--- config.mk ---
export PLATFORM = sky130hd
export DESIGN_NAME = rr_priority_select_flat
export DESIGN_NICKNAME = d
export VERILOG_FILES = /design/src/rtl/prio_sel_pkg.sv /design/src/rtl/rr_priority_select_if.sv /design/src/rtl/priority_decoder.sv /design/src/rtl/rr_priority_select.sv /design/src/flat_wrapper.sv
export SDC_FILE = /design/constraint.sdc
export NUM_CORES = 1
export LEC_CHECK = 0
export CAP_MARGIN = 20
export CORE_MARGIN = 3
export CORE_UTILIZATION = 30
export CTS_CLUSTER_DIAMETER = 120
export DETAILED_ROUTE_END_ITERATION = 7
export PLACE_DENSITY = 0.46
export SLEW_MARGIN = 10
export SYNTH_ARGS = -nofsm -noshare
export SYNTH_HDL_FRONTEND = slang
export SYNTH_HIERARCHICAL = 1
export SYNTH_SLANG_ARGS = --single-unit
--- constraint.sdc ---
create_clock -name clk -period 5.44 [get_ports clk]
set_input_delay 1.632 -clock clk [delete_from_list [all_inputs] [get_ports clk]]
set_output_delay 1.632 -clock clk [all_outputs]
set_load 0.05 [all_outputs]
--- src/rtl/prio_sel_pkg.sv ---
// Shared helpers for the rotating priority select: index modulo and bit-vector rotation.
// Vectors are carried at the maximum supported width; callers truncate to their own width.
package prio_sel_pkg;

    localparam int unsigned MaxWidth = 64;

    typedef logic [MaxWidth-1:0] vec_t;

    function automatic int unsigned idx_mod(input int unsigned i, input int unsigned width);
        return i % width;
    endfunction

    // Bit i of the result takes bit (i + amt) mod width of v; bits at or above width are zero.
    function automatic vec_t rotr(input vec_t v, input int unsigned width,
                                  input int unsigned amt);
        vec_t r;
        r = '0;
        for (int unsigned i = 0; i < MaxWidth; i++) begin
            if (i < width) begin
                r[i] = v[6'(idx_mod(i + amt, width))];
            end
        end
        return r;
    endfunction

    function automatic vec_t rotl(input vec_t v, input int unsigned width,
                                  input int unsigned amt);
        return rotr(v, width, idx_mod(width - idx_mod(amt, width), width));
    endfunction

endpackage

--- src/rtl/rr_priority_select_if.sv ---
// Request/grant bundle between requesters, the select block and the grant consumer.
// The select block uses the slave modport; the stimulus/consumer side uses master.
interface rr_priority_select_if #(
    parameter int unsigned WIDTH      = 8,
    parameter int unsigned NUM_GRANTS = 2
);
    localparam int unsigned IDX_W = $clog2(WIDTH);
    localparam int unsigned CNT_W = $clog2(NUM_GRANTS + 1);

    logic [WIDTH-1:0]                 req;
    logic                             out_ready;
    logic                             out_valid;
    logic [NUM_GRANTS-1:0][IDX_W-1:0] grant_idx;
    logic [NUM_GRANTS-1:0]            grant_vld;
    logic [WIDTH-1:0]                 grant_mask;
    logic [CNT_W-1:0]                 grant_cnt;

    modport master (
        output req,
        output out_ready,
        input  out_valid,
        input  grant_idx,
        input  grant_vld,
        input  grant_mask,
        input  grant_cnt
    );

    modport slave (
        input  req,
        input  out_ready,
        output out_valid,
        output grant_idx,
        output grant_vld,
        output grant_mask,
        output grant_cnt
    );

endinterface

--- src/rtl/priority_decoder.sv ---
// Highest-set-bit decoder: one-hot, index and valid for the top-most set bit of req_i.
module priority_decoder #(
    parameter int unsigned WIDTH = 8
) (
    input  logic [WIDTH-1:0]         req_i,
    output logic [WIDTH-1:0]         onehot_o,
    output logic [$clog2(WIDTH)-1:0] idx_o,
    output logic                     vld_o
);

    always_comb begin
        onehot_o = '0;
        idx_o    = '0;
        vld_o    = 1'b0;
        // Ascending scan: the last set bit seen, i.e. the highest, wins.
        for (int unsigned i = 0; i < WIDTH; i++) begin
            if (req_i[i]) begin
                onehot_o    = '0;
                onehot_o[i] = 1'b1;
                idx_o       = $clog2(WIDTH)'(i);
                vld_o       = 1'b1;
            end
        end
    end

endmodule

--- src/rtl/rr_priority_select.sv ---
// Round-robin multi-grant select: up to NUM_GRANTS requesters per transfer, registered outputs.
// Define RR_PRIORITY_SELECT_FIXED_EN for fixed highest-index-first priority with no pointer.
module rr_priority_select
    import prio_sel_pkg::*;
#(
    parameter int unsigned WIDTH      = 8,
    parameter int unsigned NUM_GRANTS = 2
) (
    input logic                 clk,
    input logic                 rst,
    rr_priority_select_if.slave bus
);

    localparam int unsigned IDX_W = $clog2(WIDTH);
    localparam int unsigned CNT_W = $clog2(NUM_GRANTS + 1);

    logic                             load;
    logic [IDX_W-1:0]                 ptr;
    int unsigned                      shamt;
    logic [WIDTH-1:0]                 rot_req;

    logic [NUM_GRANTS-1:0][WIDTH-1:0] dec_oh;
    logic [NUM_GRANTS-1:0][IDX_W-1:0] dec_idx;
    logic [NUM_GRANTS-1:0]            dec_vld;

    logic                             out_valid_q;
    logic [NUM_GRANTS-1:0][IDX_W-1:0] grant_idx_d,  grant_idx_q;
    logic [NUM_GRANTS-1:0]            grant_vld_d,  grant_vld_q;
    logic [WIDTH-1:0]                 grant_mask_d, grant_mask_q;
    logic [CNT_W-1:0]                 grant_cnt_d,  grant_cnt_q;

    assign load = !out_valid_q || bus.out_ready;

`ifdef RR_PRIORITY_SELECT_FIXED_EN
    assign ptr = IDX_W'(WIDTH - 1);
`else
    logic [IDX_W-1:0] ptr_q, ptr_d;

    assign ptr = ptr_q;

    // Next search starts just below the last requester granted in this transfer.
    always_comb begin
        ptr_d = ptr_q;
        for (int unsigned k = 0; k < NUM_GRANTS; k++) begin
            if (dec_vld[k]) begin
                ptr_d = IDX_W'(idx_mod(32'(grant_idx_d[k]) + WIDTH - 1, WIDTH));
            end
        end
    end

    always_ff @(posedge clk) begin
        if (rst) begin
            ptr_q <= IDX_W'(WIDTH - 1);
        end else if (load) begin
            ptr_q <= ptr_d;
        end
    end
`endif

    // Rotate so requester ptr lands on the top bit; descending bit order is then priority order.
    assign shamt   = idx_mod(32'(ptr) + 1, WIDTH);
    assign rot_req = WIDTH'(rotr(vec_t'(bus.req), WIDTH, shamt));

    for (genvar k = 0; k < NUM_GRANTS; k++) begin : g_slot
        logic [WIDTH-1:0] taken;
        logic [WIDTH-1:0] oh;

        if (k == 0) begin : g_first
            assign taken = '0;
        end else begin : g_rest
            assign taken = g_slot[k-1].taken | g_slot[k-1].oh;
        end

        priority_decoder #(
            .WIDTH (WIDTH)
        ) u_dec (
            .req_i    (rot_req & ~taken),
            .onehot_o (oh),
            .idx_o    (dec_idx[k]),
            .vld_o    (dec_vld[k])
        );

        assign dec_oh[k] = oh;
    end

    always_comb begin
        grant_idx_d  = '0;
        grant_vld_d  = '0;
        grant_mask_d = '0;
        grant_cnt_d  = '0;
        for (int unsigned k = 0; k < NUM_GRANTS; k++) begin
            if (dec_vld[k]) begin
                grant_vld_d[k] = 1'b1;
                grant_idx_d[k] = IDX_W'(idx_mod(32'(dec_idx[k]) + shamt, WIDTH));
                grant_mask_d   = grant_mask_d | WIDTH'(rotl(vec_t'(dec_oh[k]), WIDTH, shamt));
                grant_cnt_d    = grant_cnt_d + CNT_W'(1);
            end
        end
    end

    always_ff @(posedge clk) begin
        if (rst) begin
            out_valid_q  <= 1'b0;
            grant_idx_q  <= '0;
            grant_vld_q  <= '0;
            grant_mask_q <= '0;
            grant_cnt_q  <= '0;
        end else if (load) begin
            out_valid_q  <= |bus.req;
            grant_idx_q  <= grant_idx_d;
            grant_vld_q  <= grant_vld_d;
            grant_mask_q <= grant_mask_d;
            grant_cnt_q  <= grant_cnt_d;
        end
    end

    assign bus.out_valid  = out_valid_q;
    assign bus.grant_idx  = grant_idx_q;
    assign bus.grant_vld  = grant_vld_q;
    assign bus.grant_mask = grant_mask_q;
    assign bus.grant_cnt  = grant_cnt_q;

endmodule

--- src/flat_wrapper.sv ---
// flat-port wrapper written by rule: the top's interface ports become plain ports
module rr_priority_select_flat import prio_sel_pkg::*;
#(
    parameter int unsigned WIDTH      = 8,
    parameter int unsigned NUM_GRANTS = 2
)
  (clk, rst, bus_req, bus_out_ready, bus_out_valid, bus_grant_idx, bus_grant_vld, bus_grant_mask, bus_grant_cnt);
  rr_priority_select_if #(.WIDTH(WIDTH), .NUM_GRANTS(NUM_GRANTS)) bus_i ();
  input logic clk;
  input logic rst;
  input wire logic [$bits(bus_i.req)-1:0] bus_req;
  input wire logic [$bits(bus_i.out_ready)-1:0] bus_out_ready;
  output wire logic [$bits(bus_i.out_valid)-1:0] bus_out_valid;
  output wire logic [$bits(bus_i.grant_idx)-1:0] bus_grant_idx;
  output wire logic [$bits(bus_i.grant_vld)-1:0] bus_grant_vld;
  output wire logic [$bits(bus_i.grant_mask)-1:0] bus_grant_mask;
  output wire logic [$bits(bus_i.grant_cnt)-1:0] bus_grant_cnt;
  assign bus_i.req = bus_req;
  assign bus_i.out_ready = bus_out_ready;
  assign bus_out_valid = bus_i.out_valid;
  assign bus_grant_idx = bus_i.grant_idx;
  assign bus_grant_vld = bus_i.grant_vld;
  assign bus_grant_mask = bus_i.grant_mask;
  assign bus_grant_cnt = bus_i.grant_cnt;
  rr_priority_select #(.WIDTH(WIDTH), .NUM_GRANTS(NUM_GRANTS)) u_core (.clk(clk), .rst(rst), .bus(bus_i));
endmodule
==> results.json, run 1 <==
{
  "outcome": "complete, no violations",
  "route.detailed.drc": 0,
  "crit_path_end_kind": "flop",
  "die_w_um": 96.0,
  "hold_ws_ns": 0.452,
  "worstPathArrival_ns": 5.37,
  "std_cell_rows": 32,
  "first_pass_iters": 5,
  "syn_to_final_growth_pct": 29.7,
  "hold_viol": 0,
  "utilization_pct": 40.4,
  "io_buffers": 29,
  "drive_gt1_share_pct": 22.5,
  "gp_congestion": 0.824,
  "async_flop_share_pct": 0,
  "worst_pin_slew_ns": 0.847,
  "startpoint_type": "input port",
  "vias": 2311,
  "grt_pass1_vias": 2221,
  "regToRegStartpoint": "u_core/ptr[0]",
  "clk_latency_ns": 0.26,
  "postSynthCellCount": 293,
  "htree_levels": 1,
  "clockRootBuffer": "clkbuf_8",
  "dpl_worst_slack_ns": -0.101,
  "finClkSkew_ns": 0.00954,
  "clock_path_buffers": 2,
  "final_cell_mix": "45 x buf_4, 35 x nand2_1, 34 x nor2_1",
  "grt_pass1_wl_um": 11000,
  "cts_tree": "yes",
  "grt.overflow.total": 0,
  "ys_seq_area_share_pct": 18.1,
  "nets": 375,
  "final_common_cell": "buf_4",
  "syn_nets": 315,
  "die_y_um": 96.0,
  "maxCapViolations": 0,
  "antenna_found_initial": 0,
  "fill_cells": 837,
  "critical_path.max_stage_delay_ns": 0.50,
  "critPathMaxFanout": 4,
  "timing.final.crit_share_pct": 96.1,
  "synth_top_cell_by_area": "dfxtp_1",
  "wire_per_inst_um": 15.1,
  "final_antenna_net_count": 0,
  "clkSinkCount": 22,
  "grtUsageTotal_pct": 15.2,
  "crit_start": "bus_req[5]",
  "min_period_ns": 5.23,
  "critPathKind": "in -> reg",
  "diodes": 0,
  "synth_top_area_share_pct": 18.1,
  "dp_hpwl_um": 5350,
  "ys_warn_count": 6,
  "dpl_cell_area_um2": 3080,
  "synth_edf_count": 0,
  "r2r_slack_ns": 0.85,
  "rsz0062_at_grt": "true",
  "synth_seq_cells": 22,
  "hold_buffers": 0,
  "ys.flop_type": "dfxtp_1",
  "final_area_um2": 3150,
  "fmax_mhz": 191,
  "numCtsBuffers": 3,
  "yosysUniqueCellTypes": 44,
  "finalSetupViolations": 0,
  "path_common_cell": "a21oi_1",
  "fin_ws_ns": 0.215,
  "io_pins": 30,
  "clk_pin_slew_ns": 0.08,
  "cp_slowest_cell": "mux4_2",
  "drt_iter0_drc": 97,
  "synthTopCellsByArea": "dfxtp_1 18%, mux2i_1 11%, mux4_2 7.4%",
  "wl_um": 6830,
  "netlist_area_um2": 2430,
  "core_area_um2": 7810,
  "dieArea_um2": 9220,
  "path_cells": "clkdlybuf4s50_1 -> mux4_2 -> mux2_2 -> buf_4 -> nor4b_1 -> a21oi_1 -> o31ai_1 -> ha_2 -> fa_1 -> nand2_1 -> ha_1 -> xnor2_1 -> a21oi_1 -> a221o_1",
  "reg2reg_to": "u_core/ptr[2]",
  "reg2regPathDepth": 19,
  "hold_class": "reg -> reg",
  "grt_max_degree": 28,
  "viasPerCell": 5.10,
  "crit_end": "u_core/ptr[2]",
  "synth_area_per_cell_um2": 8.30,
  "max-slew-margin-rel_pct": 43.3,
  "start_util_pct": 31.2,
  "final_max_slew_viol_count": 0,
  "crit_required_ns": 5.59
}
==> metal layers <==
layer | global-route usage [%] | share of wire, % | up-vias
li1 | - | - | 1163
met1 | 21.8 | 50 | 1100
met2 | 24.0 | 45 | 38
met3 | 1.72 | 2.4 | 10
met4 | 3.91 | 1.9 | 0
met5 | 0 | 0 | -
==> registers in the layout, summed over array words and instances, names as in the netlist <==
signal,count
u_core/bus.out_valid,1
u_core/bus.grant_mask,8
u_core/bus.grant_idx,6
u_core/bus.grant_cnt,2
u_core/bus.grant_vld,2
u_core/ptr,3
==> worst min-delay path by stage <==
stage | endpoint | depth (start not counted) | slack, ns | from
after floorplan | u_core/ptr[1] | 1 | 0.49 | u_core/ptr[1]
after CTS | u_core/bus.grant_cnt[0] | 2 | 0.46 | u_core/bus.grant_cnt[0]
final | u_core/bus.grant_cnt[0] | 2 | 0.45 | u_core/bus.grant_cnt[0]
after global routing | u_core/bus.grant_cnt[1] | 2 | 0.47 | u_core/bus.grant_cnt[1]
after global placement | u_core/bus.grant_cnt[0] | 2 | 0.44 | u_core/bus.grant_cnt[0]
after detailed placement | u_core/bus.grant_cnt[0] | 2 | 0.44 | u_core/bus.grant_cnt[0]
==> final cells by class <==
class | count | area (um^2) | share of cell area [%]
multi-input combinational | 241 | 1880 | 59.5
timing repair buffer | 74 | 628 | 19.9
sequential | 22 | 440 | 14.0
tap | 102 | 128 | 4.05
clock buffer | 3 | 41.3 | 1.31
inverter | 11 | 41.3 | 1.31
==> synthesized netlist by cell type, types with 2 or more instances <==
cell,number
nor4_1,3
nor3_1,9
nand2b_1,2
mux2i_1,27
mux4_2,8
buf_1,2
nor2_1,34
mux2_1,10
mux2_2,9
inv_2,2
nor3b_1,3
buf_4,4
nor4b_1,2
ha_1,9
a221oi_1,2
o32ai_1,2
a21oi_1,27
o21ai_1,4
a311oi_1,3
buf_2,4
nand2_1,35
inv_1,9
and2_1,4
or3_1,2
nand2_2,2
nor4_4,2
a31oi_1,2
fa_1,2
xnor2_1,8
dfxtp_1,22
nand3_1,3
and3_1,2
o31ai_1,5
xor2_1,2
nor2b_1,9
clkbuf_1,8
a211oi_1,3
==> what timing repair did <==
action	4_1_cts	5_1_grt
gates resized for setup	0	6
buffers inserted	0	1
endpoints found under the hold margin	0	0
endpoints found under the setup margin	0	4
==> kinds of logic (layout without fill, tap and decap cells) <==
logic type	after synthesis	count (layout)	share of synthesized area, %
AND/OR/NAND/NOR	112	112	22.7
multiplexers	55	55	28.4
AO/OA/AOI/OAI	51	51	12.9
buffers and inverters	30	88	5.76
flip-flops	22	22	18.1
XOR/XNOR	12	12	5.86
adder cells (fa/ha/maj)	11	11	6.28
==> worst max-delay path: cells and delay by family <==
family	cells	cell delay, ns
compound gates	4	0.85
fa+ha+maj	3	0.85
xor+xnor	1	0.12
mux	2	0.83
buf+inv	2	0.61
simple gates	2	0.48
==> stage by stage <==
step	instances	setup TNS, ns
after floorplan	293	0
after global placement	449	-0.0385
after detailed placement	449	-0.160
after CTS	452	0
after global routing	453	-0.0568
final	453	0
Power of run 1 is not shown: default switching activity piles up to over one toggle a cycle in this logic, so the estimate is an artifact.
==> run 2: changes to the inputs <==
--- a/config.mk
+++ b/config.mk
@@ -11,7 +11,7 @@
 export CTS_CLUSTER_DIAMETER = 120
 export DETAILED_ROUTE_END_ITERATION = 7
 export PLACE_DENSITY = 0.46
-export SLEW_MARGIN = 10
+export SLEW_MARGIN = 20
 export SYNTH_ARGS = -nofsm -noshare
 export SYNTH_HDL_FRONTEND = slang
 export SYNTH_HIERARCHICAL = 1
==> results of run 2 <==
The final DEF is identical to that of run 1; final timing and power are the same.
Power of run 2 is left out for the same reason.
